[src/rtl/sram_like_req_arbiter_if.sv]
// SRAM-like arbiter bundle: N_CH master-side request/response channels,
// one slave-side request/response port, and the arbiter status outputs.
// The arbiter uses the slave modport; the environment driving the masters
// and modelling the memory uses the master modport.
interface sram_like_req_arbiter_if #(
    parameter int N_CH  = 2,
    parameter int AW    = 32,
    parameter int DW    = 32,
    parameter int DEPTH = 4
);
    localparam int CW = $clog2(DEPTH) + 1;

    // master channels (flattened, channel i occupies slice i)
    logic [N_CH-1:0]        m_req;
    logic [N_CH-1:0]        m_wr;
    logic [2*N_CH-1:0]      m_size;
    logic [DW/8*N_CH-1:0]   m_wstrb;
    logic [AW*N_CH-1:0]     m_addr;
    logic [DW*N_CH-1:0]     m_wdata;
    logic [N_CH-1:0]        m_addr_ok;
    logic [N_CH-1:0]        m_data_ok;
    logic [DW-1:0]          m_rdata;

    // slave port
    logic                   s_req;
    logic                   s_wr;
    logic [1:0]             s_size;
    logic [DW/8-1:0]        s_wstrb;
    logic [AW-1:0]          s_addr;
    logic [DW-1:0]          s_wdata;
    logic                   s_addr_ok;
    logic                   s_data_ok;
    logic [DW-1:0]          s_rdata;

    // status
    logic [CW-1:0]          outstanding;
    logic                   resp_err;

    modport slave (
        input  m_req, m_wr, m_size, m_wstrb, m_addr, m_wdata,
        input  s_addr_ok, s_data_ok, s_rdata,
        output m_addr_ok, m_data_ok, m_rdata,
        output s_req, s_wr, s_size, s_wstrb, s_addr, s_wdata,
        output outstanding, resp_err
    );

    modport master (
        output m_req, m_wr, m_size, m_wstrb, m_addr, m_wdata,
        output s_addr_ok, s_data_ok, s_rdata,
        input  m_addr_ok, m_data_ok, m_rdata,
        input  s_req, s_wr, s_size, s_wstrb, s_addr, s_wdata,
        input  outstanding, resp_err
    );
endinterface

[src/rtl/sram_like_req_arbiter.sv]
// N_CH-to-1 SRAM-like request arbiter with an in-order ID FIFO that routes
// each slave response back to the channel that issued the request.
// Handshakes pass straight through combinationally (zero added latency).
// A request that is presented but not yet accepted locks the grant so the
// slave-side fields stay stable until addr_ok.
// Optional feature macro: ARB_ROUND_ROBIN_EN
//   defined   -> rotating priority starting at rr_ptr
//   undefined -> fixed priority, highest channel index wins
module sram_like_req_arbiter #(
    parameter int N_CH  = 2,
    parameter int AW    = 32,
    parameter int DW    = 32,
    parameter int DEPTH = 4
) (
    input  logic                   clk,
    input  logic                   reset,
    sram_like_req_arbiter_if.slave bus
);
    localparam int IW = (N_CH > 1) ? $clog2(N_CH) : 1;
    localparam int PW = $clog2(DEPTH);
    localparam int CW = PW + 1;
    localparam int BW = DW / 8;
    localparam logic [CW-1:0] DEPTH_C = CW'(DEPTH);

    typedef enum logic [0:0] {
        ST_OPEN   = 1'b0,
        ST_LOCKED = 1'b1
    } lock_state_t;

    lock_state_t   state_r;
    lock_state_t   state_nxt_s;
    logic [IW-1:0] lock_id_r;
    logic [IW-1:0] winner_s;
    logic [IW-1:0] grant_s;
    logic [IW-1:0] fifo_r [DEPTH];
    logic [PW-1:0] wr_ptr_r;
    logic [PW-1:0] rd_ptr_r;
    logic [CW-1:0] count_r;
    logic          resp_err_r;
    logic          not_full_s;
    logic          s_req_s;
    logic          stall_s;
    logic          accept_s;
    logic          pop_s;
    logic          orphan_s;

`ifdef ARB_ROUND_ROBIN_EN
    logic [IW-1:0] rr_ptr_r;
    logic [IW-1:0] cand_s;
    logic          found_s;

    // Rotating-priority winner: first requester at or after rr_ptr
    always_comb begin
        winner_s = {IW{1'b0}};
        found_s  = 1'b0;
        cand_s   = {IW{1'b0}};
        for (int i = 0; i < N_CH; i++) begin
            cand_s   = IW'((int'(rr_ptr_r) + i) % N_CH);
            winner_s = (!found_s && bus.m_req[cand_s]) ? cand_s : winner_s;
            found_s  = found_s | bus.m_req[cand_s];
        end
    end

    // Rotate priority to just past the channel that was accepted
    always_ff @(posedge clk) begin
        if (reset) begin
            rr_ptr_r <= {IW{1'b0}};
        end else if (accept_s) begin
            rr_ptr_r <= (grant_s == IW'(N_CH - 1)) ? {IW{1'b0}} : grant_s + IW'(1);
        end
    end
`else
    // Fixed-priority winner: highest requesting index (data over inst)
    always_comb begin
        winner_s = {IW{1'b0}};
        for (int i = 0; i < N_CH; i++) begin
            winner_s = bus.m_req[i] ? IW'(i) : winner_s;
        end
    end
`endif

    // Grant selection and handshake qualifiers; a locked grant holds its owner
    always_comb begin
        if (state_r == ST_LOCKED) begin
            grant_s = lock_id_r;
        end else begin
            grant_s = winner_s;
        end
        not_full_s = (count_r < DEPTH_C);
        s_req_s    = ~reset & bus.m_req[grant_s] & not_full_s;
        stall_s    = s_req_s & ~bus.s_addr_ok;
        accept_s   = s_req_s & bus.s_addr_ok;
        pop_s      = ~reset & bus.s_data_ok & (count_r != {CW{1'b0}});
        orphan_s   = ~reset & bus.s_data_ok & (count_r == {CW{1'b0}});
    end

    // Lock state register
    always_ff @(posedge clk) begin
        if (reset) begin
            state_r <= ST_OPEN;
        end else begin
            state_r <= state_nxt_s;
        end
    end

    // Lock next state: stay locked only while the request is stalled
    always_comb begin
        state_nxt_s = ST_OPEN;
        case (state_r)
            ST_OPEN:   state_nxt_s = stall_s ? ST_LOCKED : ST_OPEN;
            ST_LOCKED: state_nxt_s = stall_s ? ST_LOCKED : ST_OPEN;
            default:   state_nxt_s = ST_OPEN;
        endcase
    end

    // Outputs: slave-side mux from grant, one-hot addr_ok / data_ok, status
    always_comb begin
        bus.s_req       = s_req_s;
        bus.s_wr        = bus.m_wr[grant_s];
        bus.s_size      = bus.m_size[int'(grant_s)*2 +: 2];
        bus.s_wstrb     = bus.m_wstrb[int'(grant_s)*BW +: BW];
        bus.s_addr      = bus.m_addr[int'(grant_s)*AW +: AW];
        bus.s_wdata     = bus.m_wdata[int'(grant_s)*DW +: DW];
        bus.m_rdata     = bus.s_rdata;
        bus.m_addr_ok   = {N_CH{1'b0}};
        bus.m_data_ok   = {N_CH{1'b0}};
        for (int i = 0; i < N_CH; i++) begin
            bus.m_addr_ok[i] = accept_s && (grant_s == IW'(i));
            bus.m_data_ok[i] = pop_s && (fifo_r[rd_ptr_r] == IW'(i));
        end
        bus.outstanding = count_r;
        bus.resp_err    = resp_err_r & ~reset;
    end

    // ID FIFO, occupancy count, lock owner and sticky orphan-response flag
    always_ff @(posedge clk) begin
        if (reset) begin
            wr_ptr_r   <= {PW{1'b0}};
            rd_ptr_r   <= {PW{1'b0}};
            count_r    <= {CW{1'b0}};
            lock_id_r  <= {IW{1'b0}};
            resp_err_r <= 1'b0;
            for (int i = 0; i < DEPTH; i++) begin
                fifo_r[i] <= {IW{1'b0}};
            end
        end else begin
            if (accept_s) begin
                fifo_r[wr_ptr_r] <= grant_s;
                wr_ptr_r         <= wr_ptr_r + PW'(1);
            end
            if (pop_s) begin
                rd_ptr_r <= rd_ptr_r + PW'(1);
            end
            case ({accept_s, pop_s})
                2'b10:   count_r <= count_r + CW'(1);
                2'b01:   count_r <= count_r - CW'(1);
                default: count_r <= count_r;
            endcase
            if (stall_s) begin
                lock_id_r <= grant_s;
            end
            if (orphan_s) begin
                resp_err_r <= 1'b1;
            end
        end
    end
endmodule

[src/flat_wrapper.sv]
// flat-port wrapper written by rule: the top's interface ports become plain ports
module sram_like_req_arbiter_flat 
#(
    parameter int N_CH  = 2,
    parameter int AW    = 32,
    parameter int DW    = 32,
    parameter int DEPTH = 4
)
  (clk, reset, bus_m_req, bus_m_wr, bus_m_size, bus_m_wstrb, bus_m_addr, bus_m_wdata, bus_s_addr_ok, bus_s_data_ok, bus_s_rdata, bus_m_addr_ok, bus_m_data_ok, bus_m_rdata, bus_s_req, bus_s_wr, bus_s_size, bus_s_wstrb, bus_s_addr, bus_s_wdata, bus_outstanding, bus_resp_err);
  sram_like_req_arbiter_if #(.N_CH(N_CH), .AW(AW), .DW(DW), .DEPTH(DEPTH)) bus_i ();
  input  logic clk;
  input  logic reset;
  input wire logic [$bits(bus_i.m_req)-1:0] bus_m_req;
  input wire logic [$bits(bus_i.m_wr)-1:0] bus_m_wr;
  input wire logic [$bits(bus_i.m_size)-1:0] bus_m_size;
  input wire logic [$bits(bus_i.m_wstrb)-1:0] bus_m_wstrb;
  input wire logic [$bits(bus_i.m_addr)-1:0] bus_m_addr;
  input wire logic [$bits(bus_i.m_wdata)-1:0] bus_m_wdata;
  input wire logic [$bits(bus_i.s_addr_ok)-1:0] bus_s_addr_ok;
  input wire logic [$bits(bus_i.s_data_ok)-1:0] bus_s_data_ok;
  input wire logic [$bits(bus_i.s_rdata)-1:0] bus_s_rdata;
  output wire logic [$bits(bus_i.m_addr_ok)-1:0] bus_m_addr_ok;
  output wire logic [$bits(bus_i.m_data_ok)-1:0] bus_m_data_ok;
  output wire logic [$bits(bus_i.m_rdata)-1:0] bus_m_rdata;
  output wire logic [$bits(bus_i.s_req)-1:0] bus_s_req;
  output wire logic [$bits(bus_i.s_wr)-1:0] bus_s_wr;
  output wire logic [$bits(bus_i.s_size)-1:0] bus_s_size;
  output wire logic [$bits(bus_i.s_wstrb)-1:0] bus_s_wstrb;
  output wire logic [$bits(bus_i.s_addr)-1:0] bus_s_addr;
  output wire logic [$bits(bus_i.s_wdata)-1:0] bus_s_wdata;
  output wire logic [$bits(bus_i.outstanding)-1:0] bus_outstanding;
  output wire logic [$bits(bus_i.resp_err)-1:0] bus_resp_err;
  assign bus_i.m_req = bus_m_req;
  assign bus_i.m_wr = bus_m_wr;
  assign bus_i.m_size = bus_m_size;
  assign bus_i.m_wstrb = bus_m_wstrb;
  assign bus_i.m_addr = bus_m_addr;
  assign bus_i.m_wdata = bus_m_wdata;
  assign bus_i.s_addr_ok = bus_s_addr_ok;
  assign bus_i.s_data_ok = bus_s_data_ok;
  assign bus_i.s_rdata = bus_s_rdata;
  assign bus_m_addr_ok = bus_i.m_addr_ok;
  assign bus_m_data_ok = bus_i.m_data_ok;
  assign bus_m_rdata = bus_i.m_rdata;
  assign bus_s_req = bus_i.s_req;
  assign bus_s_wr = bus_i.s_wr;
  assign bus_s_size = bus_i.s_size;
  assign bus_s_wstrb = bus_i.s_wstrb;
  assign bus_s_addr = bus_i.s_addr;
  assign bus_s_wdata = bus_i.s_wdata;
  assign bus_outstanding = bus_i.outstanding;
  assign bus_resp_err = bus_i.resp_err;
  sram_like_req_arbiter #(.N_CH(N_CH), .AW(AW), .DW(DW), .DEPTH(DEPTH)) u_core (.clk(clk), .reset(reset), .bus(bus_i));
endmodule
[config.mk]
export PLATFORM = sky130hd
export DESIGN_NAME = sram_like_req_arbiter_flat
export DESIGN_NICKNAME = d
export VERILOG_FILES = /design/src/rtl/sram_like_req_arbiter_if.sv /design/src/rtl/sram_like_req_arbiter.sv /design/src/flat_wrapper.sv
export SDC_FILE = /design/constraint.sdc
export NUM_CORES = 1
export LEC_CHECK = 0
export ABC_CLOCK_PERIOD_IN_PS = 3000
export BUFFER_PORTS_ARGS = -buffer_cell sky130_fd_sc_hd__buf_4
export CORE_AREA = 5 5 109 111
export DETAILED_ROUTE_END_ITERATION = 6
export DIE_AREA = 0 0 114 116
export PLACE_DENSITY = 0.53
export SLEW_MARGIN = 20
export SYNTH_ARGS = -nofsm -noshare
export SYNTH_HDL_FRONTEND = slang
export SYNTH_SLANG_ARGS = --single-unit
export TNS_END_PERCENT = 30
[constraint.sdc]
create_clock -name clk -period 3 [get_ports clk]
set_input_delay 0.15 -clock clk [delete_from_list [all_inputs] [get_ports clk]]
set_output_delay 0.15 -clock clk [all_outputs]
set_load 0.01 [all_outputs]
==> key figures, run 1 <==
CTS
  • Post-CTS Resized: 0
  • Number of CTS-inserted buffers: 3
  • Post-CTS setup buffers: 0
  • # clock sinks: 16
  • Clk root buf: clkbuf_8
  • CTS tree: yes
  • Clk slew on worst S/H paths: 0.06 ns
  • Post-CTS Hold Fix Bufs: 0
  • Clk buf depth: 2
  • Clock Latency Late Sink: 0.24 ns
  • H-tree levels: 1

Synth
  • Post-Synth Adder-Cell Area: 0.0166
  • Mapped Cells: 193
  • EDFF count, synth: 4
  • YS warnings: 0
  • Proportion of synthesized area in mux cells: 0.449
  • Distinct cells, synth: 38
  • Syn_area_per_cell: 10.2 sq um
  • Register area share after synthesis: 0.184
  • Post-synthesis simple-gate area fraction: 0.0938
  • Synth Cell Area: 0.00196 sq mm
  • Compound-Gate Fraction of Synth Area: 0.0511
  • Syn nets: 375
  • Area contributors post-synth: mux2_2 (37%), dfxtp_1 (12%), buf_4 (12%)
  • Area fraction of the dominant cell type after synthesis: 0.368
  • Count leader, synth: mux2_2
  • Cell taking the most area after synthesis: mux2_2
  • Top_reg_cell synth: dfxtp_1
  • Ys async rst share: 0
  • XOR/XNOR Fraction of Synth Area: 0.0179
  • #FFs+latches synth: 16
  • Combinational family with the most area after synthesis: multiplexers
  • Synth cell count leaders: mux2_2 (64), buf_4 (32), nor2_1 (15)

Worst setup path
  • CP Max Fanout: 5
  • Setup CP Type: reg -> reg
  • R2R setup slack: 0.65 ns
  • Worst Setup End Kind: flip-flop
  • Crit start category: flip-flop
  • Critical path required time: 3.18 ns
  • CP startpoint: u_core.state_r$_SDFF_PP0_
  • Crit path DAT: 2.53 ns
  • Reg-to-reg startpoint: u_core.state_r$_SDFF_PP0_

Route
  • Vias: 2128
  • Post-route ant nets: 0
  • Wire length per cell: 16.6 um
  • DRC: 0
  • Via density per instance: 4.06
  • Final wirelength: 8720 um
  • Initial DRC count: 66
  • Drt pass-1 iters: 4

Place
  • Final HPWL DP: 7690 um
  • Gpl congestion: 0.749
  • Input/output buffers: 227

STA
  • RSZ-0062 raised after global routing: no
  • Worst Skew: 0.000671 ns
  • Fin. max-slew vios: 0
  • Fmax achieved: 425 MHz
  • Worst Tran Pin Value: 0.498 ns
  • Tmin final: 2.35 ns
  • Slew HR: 0.668
  • Endpoints failing hold: 0
  • Tcrit/Tclk final: 0.784
  • Setup TNS: 0 ns
  • Endpoints failing setup: 0

Floorplanning
  • I/O pin total: 292
  • Initial Utilization: 0.183
  • Num rows: 38
  • Core outline area: 0.0107 sq mm
  • DIE AREA: 0.0132 sq mm
  • Die H: 116 um
  • Die width: 114 um

Power
  • Power Density: 274 mW/mm^2
  • Total power: 0.972 mW
  • VDD IR max: 129 uV
  • Pleak: 1.73 nW

Global routing
  • Total track usage: 0.113
  • Largest net degree at the start of global routing: 41
  • Initial antenna violation count: 0
  • Vias in the first global route: 2247
  • First-pass GRT wire length: 11900 um
  • GRT overflow: 0

Job
  • Max Cap Violations: 0

Finish
  • Layout cell share with drive strength beyond 1: 0.799
  • Final net count: 567
  • Antenna Cells: 0
  • Layout Area Growth over Synthesis: 81.1%

Hold path
  • Hold Path Class: in -> reg
  • Worst hold start: bus_s_addr_ok

Outcome
  • Status: finished clean
[critical path: stages (launching register included)]
cell       delay [ns]
dfxtp_1          0.43
or3b_1           0.41
o2111ai_1        0.18
ha_1             0.24
inv_1            0.06
fa_1             0.37
xor2_1           0.16
or3_1            0.30
a21oi_1          0.14
[metal layers]
| layer | up-vias | share of wire | track usage |
|---|---|---|---|
| li1 | 1029 | - | - |
| met1 | 942 | 0.35 | 0.127 |
| met4 | 0 | 0.025 | 0.0412 |
| met2 | 135 | 0.53 | 0.205 |
| met5 | - | 0 | 0 |
| met3 | 22 | 0.10 | 0.0292 |
[final cells by class]
class,instances,area [sq um]
Inverter,5,18.8
Sequential cell,16,360
Timing Repair Buffer,229,1720
Multi-Input combinational cell,130,1230
Fill cell,1087,7150
Clock buffer,3,41.3
Clock inverter,1,3.75
Tap cell,140,175
[layout by cell type (no fill, tap or decap), types with 2 or more instances in the layout]
master	synthesis	layout
nand2_1	3	3
o21ai_0	2	2
dfxtp_1	12	12
nand2b_1	2	2
xor2_1	3	3
edfxtp_1	4	4
nor2_1	15	15
nand3b_1	2	2
mux2_2	64	64
o21bai_1	3	3
clkbuf_8	7	3
a21oi_1	5	5
or3_1	3	3
inv_1	5	5
mux2_4	7	7
buf_4	32	229
nor2b_1	2	2
[cells by family (layout without fill, tap and decap cells)]
group,after synthesis,count (layout)
fa+ha+maj,2,2
compound gates,15,15
mux,74,74
buf+inv,47,238
flops,16,16
simple gates,35,35
xor+xnor,4,4
[path summary, 6_finish.rpt]
kind | cells past startpoint | endpoint
setup / recovery | 8 | u_core.bus.outstanding[2]$_SDFFE_PP0P_
hold / removal | 2 | u_core.state_r$_SDFF_PP0_
setup reg to reg | 8 | u_core.bus.outstanding[2]$_SDFFE_PP0P_
hold reg to reg | 1 | flip-flop
[metrics by stage]
stage	utilization	hold WS, ns	cell area, sq um	cells	setup slack, ns
2_1_floorplan	-	0.287	1960	193	0.785
3_3_place_gp	0.328	0.300	3510	520	0.716
3_5_place_dp	0.328	0.300	3510	520	0.662
4_1_cts	0.332	0.127	3550	524	0.633
5_1_grt	0.332	0.135	3550	524	0.487
6_report	0.332	0.134	3550	524	0.648
[power breakdown]
group          total [mW]  leakage, nW  internal [mW]  switching (mW)
logic               0.562         1.57          0.350           0.212
clock network       0.164       0.0231         0.0906          0.0733
registers           0.246        0.139          0.235          0.0114
No activity file was read; power rests on OpenSTA's default activity.
==> run 2, diff against run 1 <==
Settings changed: ABC_AREA set to 1, ABC_CLOCK_PERIOD_IN_PS 3000 to 2100, CORE_AREA 5 5 109 111 to 5 5 111 113, DIE_AREA 0 0 114 116 to 0 0 116 118.
Clock period 3 ns to 2.1 ns, I/O delays scaled along.
==> key figures, run 2 <==
CTS
  • H-tree levels: 1
  • Number of CTS-inserted buffers: 3
  • # clock sinks: 16
  • Clk buf depth: 2
  • CTS tree: yes
  • Clk root buf: clkbuf_16
  • Post-CTS Hold Fix Bufs: 0
  • Clock Latency Late Sink: 0.25 ns
  • Clk slew on worst S/H paths: 0.05 ns

Finish
  • Register area: 360 sq um
  • Post-route core utilization: 0.321
  • Layout Area Growth over Synthesis: 86.2%
  • Multi-input gate area: 0.00116 sq mm
  • Layout cell share with drive strength beyond 1: 0.453
  • Final net count: 733
  • Fill cells: 1237
  • Most frequent cells in the layout: buf_4 (232), nand2_1 (230), inv_1 (16)
  • Antenna Cells: 0
  • Commonest non-fill, non-tap cell in the layout: buf_4

Worst setup path
  • R2R setup slack: 0.20 ns
  • CP delay by family, top: adder cells
  • CP Max Fanout: 7
  • Reg-to-reg startpoint: u_core.bus.outstanding[2]$_SDFFE_PP0P_
  • Critical path required time: 2.29 ns
  • End of the worst register-to-register path: u_core.bus.outstanding[2]$_SDFFE_PP0P_
  • Worst Setup End Kind: flip-flop
  • CP cell instances: inv_1 > nand3_2 > nand2_4 > inv_4 > ha_1 > inv_1 > fa_1 > a21oi_1 > o21ai_0 > xor2_1 > nor2_1
  • Slowest-stage cell, CP: dfxtp_1
  • Setup CP Type: reg -> reg
  • Crit start category: flip-flop
  • Crit path DAT: 2.08 ns
  • R2R cell count: 11
  • Cell repeated most along the worst path: inv_1
  • Cell depth of the worst setup path: 11
  • Max stage delay on crit path: 0.39 ns
  • End point of the critical path: u_core.bus.outstanding[2]$_SDFFE_PP0P_
  • Worst Path Buf+Inv: 3
  • CP startpoint: u_core.bus.outstanding[2]$_SDFFE_PP0P_

Route
  • Post-route ant nets: 0
  • Wire length on met2: 4150 um
  • Detail Route met3 WL: 1190 um
  • Initial DRC count: 102
  • Final wirelength: 8310 um
  • Wire length per cell: 12.0 um
  • Drt pass-1 iters: 4
  • Vias: 2766
  • Top sig layer: met4
  • DRT met1 WL: 2830 um
  • Via density per instance: 3.99
  • DRC: 0

STA
  • Fin. max-slew vios: 0
  • Tcrit/Tclk final: 0.903
  • Endpoints failing setup: 0
  • Endpoints failing hold: 0
  • Tmin final: 1.90 ns
  • Worst hold slack: 0.0900 ns
  • Setup TNS: 0 ns
  • Worst Skew: 0.00515 ns
  • RSZ-0062 raised after global routing: no
  • Slew HR: 0.722
  • Worst Tran Pin Value: 0.417 ns
  • Fmax achieved: 528 MHz

Synth
  • Syn nets: 545
  • Cell taking the most area after synthesis: nand2_1
  • #FFs+latches synth: 16
  • Area fraction of the dominant cell type after synthesis: 0.448
  • Synth cell count leaders: nand2_1 (231), buf_4 (37), inv_1 (16)
  • Ys async rst share: 0
  • Count leader, synth: nand2_1
  • EDFF count, synth: 4
  • Syn_area_per_cell: 5.33 sq um
  • YS warnings: 0
  • Synth Cell Area: 0.00193 sq mm
  • Distinct cells, synth: 30
  • Top_reg_cell synth: dfxtp_1
  • Mapped Cells: 363
  • Area contributors post-synth: nand2_1 (45%), buf_4 (14%), dfxtp_1 (12%)
  • Register area share after synthesis: 0.186

Power
  • Power Density: 431 mW/mm^2
  • Pleak: 2.15 nW
  • Total power: 1.55 mW
  • VDD IR max: 195 uV

Floorplanning
  • DIE AREA: 0.0137 sq mm
  • Initial Utilization: 0.172
  • Die width: 116 um
  • Num rows: 39
  • Die H: 118 um
  • Core outline area: 0.0112 sq mm
  • I/O pin total: 292

Global routing
  • Initial antenna violation count: 0
  • GRT overflow: 0
  • Vias in the first global route: 2643
  • First-pass GRT wire length: 12400 um
  • Largest net degree at the start of global routing: 43
  • Total track usage: 0.108

Hold path
  • Hold Path Class: in -> reg
  • Worst hold start: reset

Place
  • Input/output buffers: 227
  • Final HPWL DP: 7070 um
  • Gpl congestion: 0.793

Job
  • Max Cap Violations: 0

Outcome
  • Status: finished clean
run 2: worst min path at each step:
stage                                                  to  slack (ns)  cells after the start
final                     u_core.wr_ptr_r[0]$_SDFFE_PP0P_        0.09                      2
after global routing      u_core.wr_ptr_r[1]$_SDFFE_PP0P_        0.11                      2
after CTS                 u_core.wr_ptr_r[1]$_SDFFE_PP0P_        0.09                      2
after detailed placement                  bus_m_rdata[17]        0.21                      0
after global placement                    bus_m_rdata[17]        0.21                      0
after floorplan           u_core.wr_ptr_r[0]$_SDFFE_PP0P_        0.17                      1
run 2: cell families after synthesis:
kind of cell    count (synthesis)  share of synthesized area
flops                          16                      0.186
buf+inv                        69                      0.217
simple gates                  256                      0.519
xor+xnor                        1                    0.00453
fa+ha+maj                       2                     0.0168
compound gates                 19                     0.0556
run 2: power by group:
group | switching [mW] | internal [mW] | total [mW]
clock network | 0.120 | 0.253 | 0.373
registers | 0.0133 | 0.338 | 0.351
logic | 0.385 | 0.443 | 0.828
run 2: worst reg2reg max path, cell delays in order, from the launching register on:
cell and delay (ns):
dfxtp_1 0.39, inv_1 0.07, nand3_2 0.10, nand2_4 0.06
inv_4 0.08, ha_1 0.15, inv_1 0.06, fa_1 0.38
a21oi_1 0.16, o21ai_0 0.12, xor2_1 0.15, nor2_1 0.09
run 2: final cells by class:
class                           instances  share of cell area
Clock buffer                            3              0.0208
Clock inverter                          1             0.00104
Inverter                               20              0.0222
Multi-Input combinational cell        278               0.322
Sequential cell                        16               0.100
Tap cell                              143              0.0497
Timing Repair Buffer                  232               0.484
run 2: timing repair:
action | 4_1_cts | 5_1_grt
buffers inserted | 0 | 0
gates resized for setup | 0 | 1
hold endpoints to repair | 0 | 0
endpoints found under the setup margin | 0 | 1
run 2: per-layer routing:
layer,track usage,up-vias
met4,0.0297,0
li1,-,1433
met2,0.202,161
met3,0.0272,18
met1,0.119,1154
met5,0,-
run 2: through the flow:
stage,instance area [sq um],setup WS [ns],cells
3_5_place_dp,3520,0.198,689
3_3_place_gp,3520,0.206,689
6_report,3600,0.205,693
5_1_grt,3600,0.0129,693
4_1_cts,3600,0.186,693
2_1_floorplan,1930,0.271,363
